<file path="src/rtl/sdram_delay_calibrator_pkg.sv">
// Shared constants, FSM encoding and window-centre helper for the delay calibrator.
package sdram_delay_calibrator_pkg;

  localparam int unsigned NUM_TAPS = 16;
  localparam int unsigned TAP_W    = 4;
  localparam int unsigned LEN_W    = 5;

  typedef enum logic [2:0] {
    S_IDLE   = 3'd0,
    S_APPLY  = 3'd1,
    S_SETTLE = 3'd2,
    S_TEST   = 3'd3,
    S_EVAL   = 3'd4,
    S_FINISH = 3'd5
  } cal_state_e;

  // Middle tap of a window; even-length windows round toward the lower tap.
  function automatic logic [TAP_W-1:0] center_tap(input logic [TAP_W-1:0] start,
                                                  input logic [LEN_W-1:0] len);
    logic [LEN_W-1:0] half;
    half = (len - LEN_W'(1)) >> 1;
    return start + TAP_W'(half);
  endfunction

endpackage

</file>
<file path="src/rtl/sdram_cal_window_tracker.sv">
// Tracks the current run of passing taps and the longest (earliest on ties) run seen.
module sdram_cal_window_tracker
  import sdram_delay_calibrator_pkg::*;
(
  input  logic             clk,
  input  logic             rst_n,
  input  logic             i_clear,
  input  logic             i_eval,
  input  logic             i_pass,
  input  logic [TAP_W-1:0] i_tap,
  output logic [TAP_W-1:0] o_best_start,
  output logic [LEN_W-1:0] o_best_len
);

  logic [TAP_W-1:0] r_cur_start;
  logic [LEN_W-1:0] r_cur_len;
  logic [TAP_W-1:0] r_best_start;
  logic [LEN_W-1:0] r_best_len;

  logic [LEN_W-1:0] w_run_len;
  logic [TAP_W-1:0] w_run_start;

  // Run extended by the tap being evaluated; a new run starts at that tap.
  always_comb begin
    w_run_len   = r_cur_len + LEN_W'(1);
    w_run_start = (r_cur_len == '0) ? i_tap : r_cur_start;
  end

  // Window registers; best only replaced by a strictly longer run.
  always_ff @(posedge clk or negedge rst_n) begin
    if (!rst_n) begin
      r_cur_start  <= '0;
      r_cur_len    <= '0;
      r_best_start <= '0;
      r_best_len   <= '0;
    end else if (i_clear) begin
      r_cur_start  <= '0;
      r_cur_len    <= '0;
      r_best_start <= '0;
      r_best_len   <= '0;
    end else if (i_eval) begin
      if (i_pass) begin
        r_cur_len   <= w_run_len;
        r_cur_start <= w_run_start;
        if (w_run_len > r_best_len) begin
          r_best_len   <= w_run_len;
          r_best_start <= w_run_start;
        end
      end else begin
        r_cur_len <= '0;
      end
    end
  end

  assign o_best_start = r_best_start;
  assign o_best_len   = r_best_len;

endmodule

</file>
<file path="src/rtl/sdram_delay_calibrator.sv">
// Sweeps all delay taps, tests each with SAMPLES reads, and centres on the best passing window.
module sdram_delay_calibrator
  import sdram_delay_calibrator_pkg::*;
#(
  parameter int unsigned      SETTLE_CYCLES = 8,
  parameter int unsigned      SAMPLES       = 4,
  parameter logic [TAP_W-1:0] DEFAULT_TAP   = 4'd0
) (
  input  logic             sdram_clk,
  input  logic             sdram_resetn,
  input  logic             cal_start,
  output logic             test_req,
  input  logic             test_ack,
  input  logic             test_pass,
  output logic [TAP_W-1:0] delay_config_reg,
  output logic             cal_busy,
  output logic             cal_done,
  output logic             cal_fail,
  output logic [LEN_W-1:0] win_len
);

  localparam int unsigned SETTLE_W = 8;
  localparam int unsigned SAMPLE_W = 4;

  cal_state_e          r_state,    w_state_nxt;
  logic [TAP_W-1:0]    r_tap,      w_tap_nxt;
  logic [SETTLE_W-1:0] r_settle,   w_settle_nxt;
  logic [SAMPLE_W-1:0] r_sample,   w_sample_nxt;
  logic                r_pass,     w_pass_nxt;
  logic                r_test_req, w_test_req_nxt;
  logic [TAP_W-1:0]    r_cfg,      w_cfg_nxt;
  logic                r_busy,     w_busy_nxt;
  logic                r_done,     w_done_nxt;
  logic                r_fail,     w_fail_nxt;
  logic [LEN_W-1:0]    r_win_len,  w_win_len_nxt;

  logic                w_clear;
  logic                w_eval;
  logic [TAP_W-1:0]    w_best_start;
  logic [LEN_W-1:0]    w_best_len;

  sdram_cal_window_tracker u_window (
    .clk          (sdram_clk),
    .rst_n        (sdram_resetn),
    .i_clear      (w_clear),
    .i_eval       (w_eval),
    .i_pass       (r_pass),
    .i_tap        (r_tap),
    .o_best_start (w_best_start),
    .o_best_len   (w_best_len)
  );

  // State and registered-output update.
  always_ff @(posedge sdram_clk or negedge sdram_resetn) begin
    if (!sdram_resetn) begin
      r_state    <= S_IDLE;
      r_tap      <= '0;
      r_settle   <= '0;
      r_sample   <= '0;
      r_pass     <= 1'b0;
      r_test_req <= 1'b0;
      r_cfg      <= DEFAULT_TAP;
      r_busy     <= 1'b0;
      r_done     <= 1'b0;
      r_fail     <= 1'b0;
      r_win_len  <= '0;
    end else begin
      r_state    <= w_state_nxt;
      r_tap      <= w_tap_nxt;
      r_settle   <= w_settle_nxt;
      r_sample   <= w_sample_nxt;
      r_pass     <= w_pass_nxt;
      r_test_req <= w_test_req_nxt;
      r_cfg      <= w_cfg_nxt;
      r_busy     <= w_busy_nxt;
      r_done     <= w_done_nxt;
      r_fail     <= w_fail_nxt;
      r_win_len  <= w_win_len_nxt;
    end
  end

  // Next-state and next-output logic for the sweep.
  always_comb begin
    w_state_nxt    = r_state;
    w_tap_nxt      = r_tap;
    w_settle_nxt   = r_settle;
    w_sample_nxt   = r_sample;
    w_pass_nxt     = r_pass;
    w_test_req_nxt = r_test_req;
    w_cfg_nxt      = r_cfg;
    w_busy_nxt     = r_busy;
    w_done_nxt     = 1'b0;
    w_fail_nxt     = 1'b0;
    w_win_len_nxt  = r_win_len;
    w_clear        = 1'b0;
    w_eval         = 1'b0;

    case (r_state)
      S_IDLE: begin
        if (cal_start) begin
          w_tap_nxt   = '0;
          w_clear     = 1'b1;
          w_busy_nxt  = 1'b1;
          w_state_nxt = S_APPLY;
        end
      end

      S_APPLY: begin
        w_cfg_nxt    = r_tap;
        w_settle_nxt = SETTLE_W'(SETTLE_CYCLES);
        w_state_nxt  = S_SETTLE;
      end

      S_SETTLE: begin
        w_settle_nxt = r_settle - SETTLE_W'(1);
        if (r_settle <= SETTLE_W'(1)) begin
          w_sample_nxt   = '0;
          w_pass_nxt     = 1'b1;
          w_test_req_nxt = 1'b1;
          w_state_nxt    = S_TEST;
        end
      end

      S_TEST: begin
        if (r_test_req) begin
          if (test_ack) begin
            w_pass_nxt     = r_pass & test_pass;
            w_sample_nxt   = r_sample + SAMPLE_W'(1);
            w_test_req_nxt = 1'b0;
            if (r_sample == SAMPLE_W'(SAMPLES - 1)) begin
              w_state_nxt = S_EVAL;
            end
          end
        end else begin
          // One idle cycle after each ack, then request the next sample.
          w_test_req_nxt = 1'b1;
        end
      end

      S_EVAL: begin
        w_eval = 1'b1;
        if (r_tap == TAP_W'(NUM_TAPS - 1)) begin
          w_state_nxt = S_FINISH;
        end else begin
          w_tap_nxt   = r_tap + TAP_W'(1);
          w_state_nxt = S_APPLY;
        end
      end

      S_FINISH: begin
        w_busy_nxt    = 1'b0;
        w_win_len_nxt = w_best_len;
        if (w_best_len != '0) begin
          w_cfg_nxt  = center_tap(w_best_start, w_best_len);
          w_done_nxt = 1'b1;
        end else begin
          w_cfg_nxt  = DEFAULT_TAP;
          w_fail_nxt = 1'b1;
        end
        w_state_nxt = S_IDLE;
      end

      default: begin
        w_state_nxt = S_IDLE;
      end
    endcase
  end

  assign test_req         = r_test_req;
  assign delay_config_reg = r_cfg;
  assign cal_busy         = r_busy;
  assign cal_done         = r_done;
  assign cal_fail         = r_fail;
  assign win_len          = r_win_len;

endmodule

</file>
<file path="config.mk">
export PLATFORM = sky130hd
export DESIGN_NAME = sdram_delay_calibrator
export DESIGN_NICKNAME = d
export VERILOG_FILES = /design/src/rtl/sdram_delay_calibrator_pkg.sv /design/src/rtl/sdram_cal_window_tracker.sv /design/src/rtl/sdram_delay_calibrator.sv
export SDC_FILE = /design/constraint.sdc
export NUM_CORES = 1
export LEC_CHECK = 0
export ABC_CLOCK_PERIOD_IN_PS = 4600
export CORE_MARGIN = 8
export CORE_UTILIZATION = 39
export DETAILED_ROUTE_END_ITERATION = 7
export SLEW_MARGIN = 20
export SYNTH_ARGS = -nofsm -noshare
export SYNTH_HDL_FRONTEND = slang
export SYNTH_SLANG_ARGS = --single-unit
</file>
<file path="constraint.sdc">
create_clock -name sdram_clk -period 4.6 [get_ports sdram_clk]
set_input_delay 1.15 -clock sdram_clk [delete_from_list [all_inputs] [get_ports sdram_clk]]
set_output_delay 1.15 -clock sdram_clk [all_outputs]
set_load 0.02 [all_outputs]
</file>
==> metrics, run 1 <==
Core Box Area=0.007137 mm^2; Leak=1.396 nW; Mapped Avg Cell Area=9.523 um^2; register-to-register setup slack=2110 ps; DR iter-0 viols=137; global-route wire length before repair=10040 um; Max Clock Skew=4.111 ps; Max Clk Rate=between 400 and 500 MHz; layout cell share with drive strength beyond 1=about 7%; CTS root buffer=clkbuf_8; startpoint of the worst setup timing path=u_window.r_cur_len[0]; M3 GR Usage=2.210%; Largest register FFs=8; Syn. warnings=0; RSZ-0062 raised after global routing=no; run status=completed; total wire length=5603 um; Worst R2R End=u_window.o_best_start[2]; post-synthesis compound-gate area fraction=between 15 and 20%; crit path max fanout=18; P&R area growth vs syn=12.21%; number of synthesized flops with an enable pin=0; Clock Path Buffers=2; largest register by flop count=r_settle; FP Rows=31; crit end category=flip-flop; clk sinks=51; DP Wirelength=4016 um; Mapped Area=0.002819 mm^2; Synth Area in Adders=between 7 and 8%; post-synthesis mux area share=~2.5%; htree depth=2; n_diodes=0; Remaining DRCs=0; Worst R2R Path Depth=9; setup TNS=0 ps; Max-slew headroom=53.96%; Hold EP=win_len[0]; worst min path class=flip-flop to flip-flop; GP Congestion=0.8602; Syn Inst Count=296; largest family of logic cells by synthesized area=simple AND/OR/NAND/NOR gates; Post-CTS Setup Inserts=0; FFs w/ async S/R, synth=100.0%; number of max-cap violations=0; Crit Path Class=flip-flop to flip-flop; vias in the first global route=about 2100; Slew Viols, Final=0; r2r startpoint=u_window.r_cur_len[0]; All-Layer GR Usage=approximately 12%; # setup viols final=0; largest net degree at the start of global routing=52; hold path start=win_len[0]; die footprint=0.01021 mm^2; syn_nets=around 320; P per Cell Area=around 570 mW/mm^2; busiest grt layer=met2; Crit path required time=4810 ps; final hold vios=0; clock slew at reported path FFs=90 ps; worst vdd ir=0.0001386 V; Final Hold Slack=just under 500 ps; ys flop type=dfrtp_1; # IOs=18; Final ANT Viol Nets=0; global route overflow=0; #FFs+latches synth=between 50 and 60; CP Launch Type=flip-flop; Final period util=54.16%; Initial DRT Pass Iterations=4; hold bufs inserted after CTS=0; Synth Area in XOR/XNOR=4.039%; Synth cell types=45; Worst Path Arrival=2710 ps; min Tclk post-route=2492 ps; final net count=332; met1 usage=16.31%; Port-buffer cells=17; Largest stage delay, worst path=roughly 440 ps; slowest CP cell=a21oi_4; WL/cell=approximately 14 um; simple-gate share of the synthesized area=18.55%; initial antenna violation count=0; chip width=between 100 and 150 um; Seq/Total Area, Yosys=45.27%; Cell Chain, Critical Path=ha_1, nand3_1, xnor2_1, ha_1, nand3_1, o2111ai_1, a21oi_4, nor2_1, a211oi_2; vias per cell=5.046; most frequent cells in the layout=51 x dfrtp_1, 31 x nand2_1, 24 x nor2_1; Post-CTS Resized=0; starting density of the core=approximately 40%; hold path depth=2; CTS tree=done; Skew-Pair Late Insertion Delay=300 ps; cts bufs inserted=5; Die Span Y=101.0 um; GR Util met2=19.26%; most common cell after layout, fill and taps aside=dfrtp_1; actual slew at the worst max-slew pin=690.7 ps; vias post-DR=2074
==> stage by stage <==
stage / area, um^2 / setup slack (ps) / power, W / utilization [%] / std cells
CTS: 3163 / 2106 / 0.001827 / 44.32 / 411
global placement: 3078 / 2178 / 0.001549 / 43.13 / 403
global route: 3163 / 1884 / 0.001968 / 44.32 / 411
floorplan: 2819 / 2498 / 0.001325 / - / 296
detailed placement: 3078 / 2136 / 0.001565 / 43.13 / 403
finish: 3163 / 2108 / 0.001803 / 44.32 / 411
==> worst max-delay path, delay by kind of cell (launching register included) <==
kind / cells / cell delay [ps]
simple gates: 3 / 320
xor+xnor: 1 / 270
flops: 1 / 410
compound gates: 3 / 840
fa+ha+maj: 2 / 560
==> worst max-delay path by stage <==
stage	to	slack [ps]	depth (start not counted)
3_3_place_gp	u_window.o_best_len[4]	2180	4
6_report	u_window.o_best_start[2]	2110	9
2_1_floorplan	u_window.o_best_len[3]	2500	10
4_1_cts	u_window.o_best_start[2]	2110	9
5_1_grt	u_window.o_best_start[2]	1880	9
3_5_place_dp	u_window.o_best_start[2]	2140	9
==> kinds of logic after synthesis <==
family / after synthesis
multiplexers: 7
buffers and inverters: 28
AND/OR/NAND/NOR: 104
AO/OA/AOI/OAI: 77
XOR/XNOR: 13
flip-flops: 51
adder cells (fa/ha/maj): 16
==> routing by layer <==
| layer | up-vias | wire, um |
|---|---|---|
| met5 | - | 0 |
| met4 | 0 | 86 |
| met3 | 5 | 169 |
| met2 | 24 | 2554 |
| met1 | 965 | 2793 |
| li1 | 1080 | - |
==> Yosys cell counts, types with 2 or more instances <==
master    number  area (um^2)
a211oi_1       2        15.01
a211oi_2       4        50.05
a21o_1         4        30.03
a21oi_1       19        95.09
a22o_1         5        43.79
a22oi_1        3        22.52
a31oi_1        5        31.28
and2_1         2        12.51
and3_1         2        12.51
buf_2          5        25.02
buf_4          2        15.01
clkbuf_1       4        15.01
dfrtp_1       51         1276
ha_1          15        187.7
inv_1         16        60.06
mux2i_1        6        60.06
nand2_1       31        116.4
nand2b_1       2        12.51
nand3_1       14        70.07
nand3b_1       3        22.52
nand4_1        2        12.51
nor2_1        24        90.09
nor2b_1        4        25.02
nor3_1        11        55.05
nor3b_1        2        15.01
nor4_1         2        12.51
o21ai_0       22        110.1
o21bai_1       2        15.01
o31ai_1        5        37.54
xnor2_1        9        78.83
xor2_1         4        35.03
==> cell type report <==
type	instances	area [um^2]
fillers	708	3974
multi-input cells	217	1430
flip-flops and latches	51	1276
repair buffers	20	187.7
well taps	99	123.9
clock buffers	6	72.57
inverters	16	60.06
clock inverters	2	12.51
==> report_power, final <==
| part | total [W] | internal [W] | switching [W] |
|---|---|---|---|
| sequential | 0.000730 | 0.000571 | 0.000159 |
| combinational | 0.000819 | 0.000358 | 0.000461 |
| clock | 0.000254 | 0.000107 | 0.000147 |
| total | 0.00180 | 0.00104 | 0.000767 |
No activity file was read; power rests on OpenSTA's default activity.
==> inputs of run 2 (changes only) <==
--- a/config.mk
+++ b/config.mk
@@ -5,7 +5,7 @@
 export SDC_FILE = /design/constraint.sdc
 export NUM_CORES = 1
 export LEC_CHECK = 0
-export ABC_CLOCK_PERIOD_IN_PS = 4600
+export ABC_CLOCK_PERIOD_IN_PS = 2400
 export CORE_MARGIN = 8
 export CORE_UTILIZATION = 39
 export DETAILED_ROUTE_END_ITERATION = 7
==> constraint.sdc (replaced) <==
create_clock -name sdram_clk -period 2.4 [get_ports sdram_clk]
set_input_delay 0.6 -clock sdram_clk [delete_from_list [all_inputs] [get_ports sdram_clk]]
set_output_delay 0.6 -clock sdram_clk [all_outputs]
set_load 0.02 [all_outputs]
==> run 2 against run 1 <==
Combinational power increased by 110%. Global-route usage decreased by 0.32 points. Non-clock buffer count increased by 7. Worst hold slack got worse by 230 ps. Setup slack got worse by 2000 ps. Fmax increased by 9.9%. Sequential power increased by 82%. Highest routed layer unchanged.
==> metrics, run 2 (same netlist as run 1, synthesis figures left out) <==
run status=completed; r2r startpoint=u_window.r_cur_len[0]; hold bufs inserted after CTS=0; # IOs=18; final hold vios=0; Remaining DRCs=0; crit end category=flip-flop; P&R area growth vs syn=15.76%; DP Wirelength=a little over 4000 um; worst min path class=input port to asynchronous set/reset pin; CTS root buffer=clkbuf_8; min Tclk post-route=2266 ps; final net count=approximately 340; CP Launch Type=flip-flop; clock slew at reported path FFs=100 ps; post-place setup slack=72.31 ps; Max Clk Rate=441.2 MHz; actual slew at the worst max-slew pin=604.4 ps; chip width=101.0 um; layout cell share with drive strength beyond 1=around 9.7%; Skew-Pair Late Insertion Delay=approximately 310 ps; most common cell after layout, fill and taps aside=dfrtp_1; Initial DRT Pass Iterations=4; All-Layer GR Usage=about an eighth; FP Rows=31; number of max-cap violations=0; GP Congestion=approximately 0.78; Clock Path Buffers=2; Worst Path Arrival=between 2000 and 2500 ps; Max-slew headroom=59.54%; WL/cell=13.38 um; global-route wire length before repair=a little under 10000 um; Final period util=94.43%; Final ANT Viol Nets=0; Crit Path Class=flip-flop to flip-flop; P per Cell Area=1094 mW/mm^2; worst setup margin=133.6 ps; Die Span Y=101.0 um; global route overflow=0; # setup viols final=0; most frequent cells in the layout=51 x dfrtp_1, 31 x nand2_1, 24 x nor2_1; Core Box Area=a little over 0.007 mm^2; Crit path required time=2610 ps; vias post-DR=2120; fill count=712; initial antenna violation count=0; total wire length=5591 um; Max Clock Skew=8.524 ps; largest register by flop count=r_settle; htree depth=2; total power=0.003569 W; n_diodes=0; vias per cell=slightly above 5; startpoint of the worst setup timing path=u_window.r_cur_len[0]; Largest register FFs=8; CTS tree=done; cts bufs inserted=5; Port-buffer cells=17; Leak=roughly 1.5 nW; vias in the first global route=2032; Slew Viols, Final=0; Final Hold Slack=248.4 ps; largest net degree at the start of global routing=34; starting density of the core=just under 40%; DR iter-0 viols=just under 90; crit path max fanout=15; die footprint=0.01021 mm^2; worst vdd ir=0.0003977 V; clk sinks=51; register-to-register setup slack=130 ps
[run 2: changes by cell type in the layout (fill, tap and decap cells not counted)]
cell / before / now
a21oi_2: 0 / 1
clkbuf_8: 5 / 7
buf_4: 3 / 8
buf_12: 0 / 2
clkbuf_1: 1 / 0
a21oi_1: 19 / 18
clkinv_2: 1 / 0
[run 2: power breakdown]
part | switching (W) | total, W | internal [W]
Combinational | 0.000963 | 0.00169 | 0.000723
Clock | 0.000288 | 0.000551 | 0.000263
Sequential | 0.000236 | 0.00133 | 0.00110
Total | 0.00149 | 0.00357 | 0.00208
[run 2: critical path, cell delays in order (launching register included)]
cell,delay (ps)
dfrtp_1,400
ha_1,240
nand3_1,100
xnor2_1,160
ha_1,300
nand3_1,90
o2111ai_1,320
a21oi_4,60
buf_12,160
buf_4,140
o31ai_1,210
[run 2: path summary, 6_finish.rpt]
path                                           end  cells after the start
max in group asynchronous   u_window.o_best_len[4]                      2
setup reg to reg            u_window.o_best_len[3]                     10
hold / removal             u_window.r_cur_start[0]                      1
setup / recovery            u_window.o_best_len[3]                     10
hold reg to reg                delay_config_reg[1]                      2
min in group sdram_clk         delay_config_reg[1]                      2
[run 2: layer usage]
metal	vias to the layer above	track usage [%]	wire, um
met2	31	18.85	2559
met1	989	15.16	2710
met5	-	0	0
li1	1094	-	-
met4	0	4.926	94
met3	6	2.693	227
[run 2: cell type report]
type                            instances  area (um^2)  share of cell area, %
Multi-Input combinational cell        217         1434                  43.94
Clock buffer                            7        96.34                  2.952
Clock inverter                          1        7.507                 0.2301
Tap cell                               99        123.9                  3.796
Timing Repair Buffer                   27        265.3                  8.129
Sequential cell                        51         1276                  39.11
Inverter                               16        60.06                  1.840
[run 2: timing repair]
| item | 4_1_cts | 5_1_grt |
|---|---|---|
| gates resized for setup | 0 | 1 |
| buffers inserted | 0 | 3 |
| endpoints found under the setup margin | 0 | 9 |
[run 2: per-stage QoR]
stage | utilization [%] | setup TNS, ps | instance area, um^2 | std cells
6_report | 45.72 | 0 | 3263 | 418
5_1_grt | 45.72 | -21.22 | 3263 | 418
4_1_cts | 45.18 | 0 | 3224 | 415
3_5_place_dp | 43.72 | 0 | 3120 | 407
3_3_place_gp | 43.72 | 0 | 3120 | 407
2_1_floorplan | - | 0 | 2819 | 296
==> inputs of run 3 (changes only) <==
--- a/config.mk
+++ b/config.mk
@@ -8,8 +8,10 @@
 export ABC_CLOCK_PERIOD_IN_PS = 2400
 export CORE_MARGIN = 8
 export CORE_UTILIZATION = 39
+export CTS_CLUSTER_DIAMETER = 40
 export DETAILED_ROUTE_END_ITERATION = 7
 export SLEW_MARGIN = 20
 export SYNTH_ARGS = -nofsm -noshare
 export SYNTH_HDL_FRONTEND = slang
+export SYNTH_HIERARCHICAL = 1
 export SYNTH_SLANG_ARGS = --single-unit
==> run 3 against run 2 <==
Register-to-register slack improved by 30 ps. Fmax increased by 1.2%. Via count decreased by 2.6%. Count of clock-buffer cells in the layout decreased by 1. Setup slack improved by 27 ps. Critical path depth decreased by 1. Clock power increased by 11%. Area after synthesis decreased by 1.2%. Critical endpoint is now u_window/o_best_len[3]. Largest power group unchanged.
==> metrics, run 3 <==
Syn. warnings=6; routed wl met3=156 um; WL met2=2636 um; Initial DRT Pass Iterations=3; vias in the first global route=2011; actual slew at the worst max-slew pin=490.0 ps; Max-slew headroom=67.26%; run status=completed; Seq/Total Area, Yosys=45.82%; #FFs+latches synth=51; number of max-cap violations=0; RSZ-0062 raised after global routing=no; Multi-input gate area=0.001435 mm^2; initial antenna violation count=0; Worst Path Arrival=2450 ps; # setup viols final=0; top cells by count, synth=51 x dfrtp_1, 25 x nand2_1, 23 x nor2_1; Mapped Avg Cell Area=9.738 um^2; final net count=331; WL/cell=13.61 um; number of synthesized flops with an enable pin=0; largest net degree at the start of global routing=21; Final period util=93.30%; # IOs=18; CTS root buffer=clkbuf_8; layout cell share with drive strength beyond 1=11.90%; placed insts=400; Synth cell types=52; n_diodes=0; Worst path depth=9; final hold vios=0; Skew-Pair Late Insertion Delay=approximately 300 ps; Largest register FFs=8; Met1 Wirelength=~2800 um; FP Rows=31; Largest stage delay, worst path=about 400 ps; htree depth=2; cell taking the most area after synthesis=dfrtp_1; crit end category=flip-flop; Leak=1.419 nW; Syn Inst Count=286; Cell Chain, Critical Path=ha_2, nand3_1, xnor2_2, ha_1, and4_1, a21oi_4, buf_4, a21oi_1, nor3_1; Die Span Y=100.5 um; Crit path required time=2610 ps; cts bufs inserted=5; global-route wire length before repair=9480 um; Port-buffer cells=17; Max Clock Skew=~11 ps; Top Layer Used=met4; All-Layer GR Usage=11.42%; clk sinks=51; slowest CP cell=dfrtp_1; Mapped Area=about 0.0028 mm^2; vias per cell=5.037; global route overflow=0; clock slew at reported path FFs=100 ps; Synth top area share=45.82%; CP endpoint=u_window/o_best_len[3]; Seq. cell area=~0.0013 mm^2; Clock Path Buffers=2; min Tclk post-route=2239 ps; WP buf/inv=1; Max Clk Rate=446.6 MHz; P&R area growth vs syn=16.94%; Core Box Area=0.007098 mm^2; FFs w/ async S/R, synth=between 90% and 100%; crit path max fanout=8; Final ANT Viol Nets=0; total wire length=between 5000 and 6000 um; DP Wirelength=4139 um; most frequent cells in the layout=51 x dfrtp_1, 25 x nand2_1, 22 x nor2_1; Worst R2R End=u_window/o_best_len[3]; r2r startpoint=u_window/r_cur_len[0]; CP Launch Type=flip-flop; syn_nets=307; CTS tree=done; Worst R2R Path Depth=9; die footprint=0.01010 mm^2; Crit Path Class=flip-flop to flip-flop; worst min path class=input port to asynchronous set/reset pin; DR iter-0 viols=133; GP Congestion=0.7971; most common cell in the synthesized netlist=dfrtp_1; P per Cell Area=1343 mW/mm^2; hold bufs inserted after CTS=0; Remaining DRCs=0; most common cell after layout, fill and taps aside=dfrtp_1; starting density of the core=between 30 and 40%; startpoint of the worst setup timing path=u_window/r_cur_len[0]; chip width=100.5 um; register-to-register setup slack=about 160 ps; final std cells w/o fill=just over 400; top post-synthesis cells by area=dfrtp_1 46%, ha_1 6.7%, mux2i_1 4.0%; worst vdd ir=0.0006343 V; crit-path leading delay family=adder cells; ys flop type=dfrtp_1; largest register by flop count=r_settle; setup TNS=0 ps; vias post-DR=2065; Slew Viols, Final=0; Final Util=45.88%; fill count=just under 700
==> run 3: how the worst min path moves through the flow <==
stage,from,to,cells after the start
floorplan,sdram_resetn,cal_busy,0
global placement,win_len[1],win_len[1],2
detailed placement,r_settle[7],r_settle[7],1
CTS,sdram_resetn,r_state[1],1
global route,sdram_resetn,u_window/r_cur_start[1],1
finish,sdram_resetn,r_state[1],1
==> run 3: cell families after synthesis <==
| logic type | Yosys count | share of synthesized area, % |
|---|---|---|
| AO/OA/AOI/OAI | 62 | 14.02 |
| XOR/XNOR | 12 | 3.774 |
| adder cells (fa/ha/maj) | 16 | 7.457 |
| buffers and inverters | 28 | 4.088 |
| flip-flops | 51 | 45.82 |
| multiplexers | 15 | 5.571 |
| AND/OR/NAND/NOR | 102 | 19.27 |
==> run 3: worst reg2reg max path: cells and delay by family, from the launching register on <==
family / cells / cell delay, ps
adder cells (fa/ha/maj): 2 / 540
flip-flops: 1 / 400
AND/OR/NAND/NOR: 3 / 520
XOR/XNOR: 1 / 220
buffers and inverters: 1 / 170
AO/OA/AOI/OAI: 2 / 310
==> run 3: where the power goes <==
part	switching, W	internal [W]
logic	0.00123	0.00105
registers	0.000346	0.00114
clock network	0.000273	0.000338
==> run 3: per-stage QoR <==
step           setup slack [ps]  power (W)  area, um^2  hold slack [ps]
4_1_cts                   59.24   0.004252        3209            236.7
2_1_floorplan             338.9   0.003075        2785            304.4
3_5_place_dp              18.77   0.003599        3084            468.3
5_1_grt                   9.500   0.004776        3257            256.4
3_3_place_gp              174.1   0.003539        3084            462.3
6_report                  160.7   0.004374        3257            234.1
==> run 3: layer usage <==
layer  global-route usage (%)  vias up
met5                        0        -
met4                    2.093        0
met3                    2.417        2
met2                    19.44       18
met1                    14.57      987
li1                         -     1058
==> run 3: cell type report <==
| class | instances | area share [%] |
|---|---|---|
| well taps | 99 | 3.803 |
| clock inverters | 2 | 1.076 |
| flip-flops and latches | 51 | 39.19 |
| inverters | 19 | 2.190 |
| repair buffers | 26 | 7.146 |
| multi-input cells | 207 | 44.06 |
| clock buffers | 6 | 2.536 |
==> run 3: what timing repair did <==
action	in CTS	in global routing
cloned	0	0
endpoints found under the setup margin	2	9
setup buffers	0	2
pin swaps	0	3
resized for setup	1	6
endpoints found under the hold margin	0	0
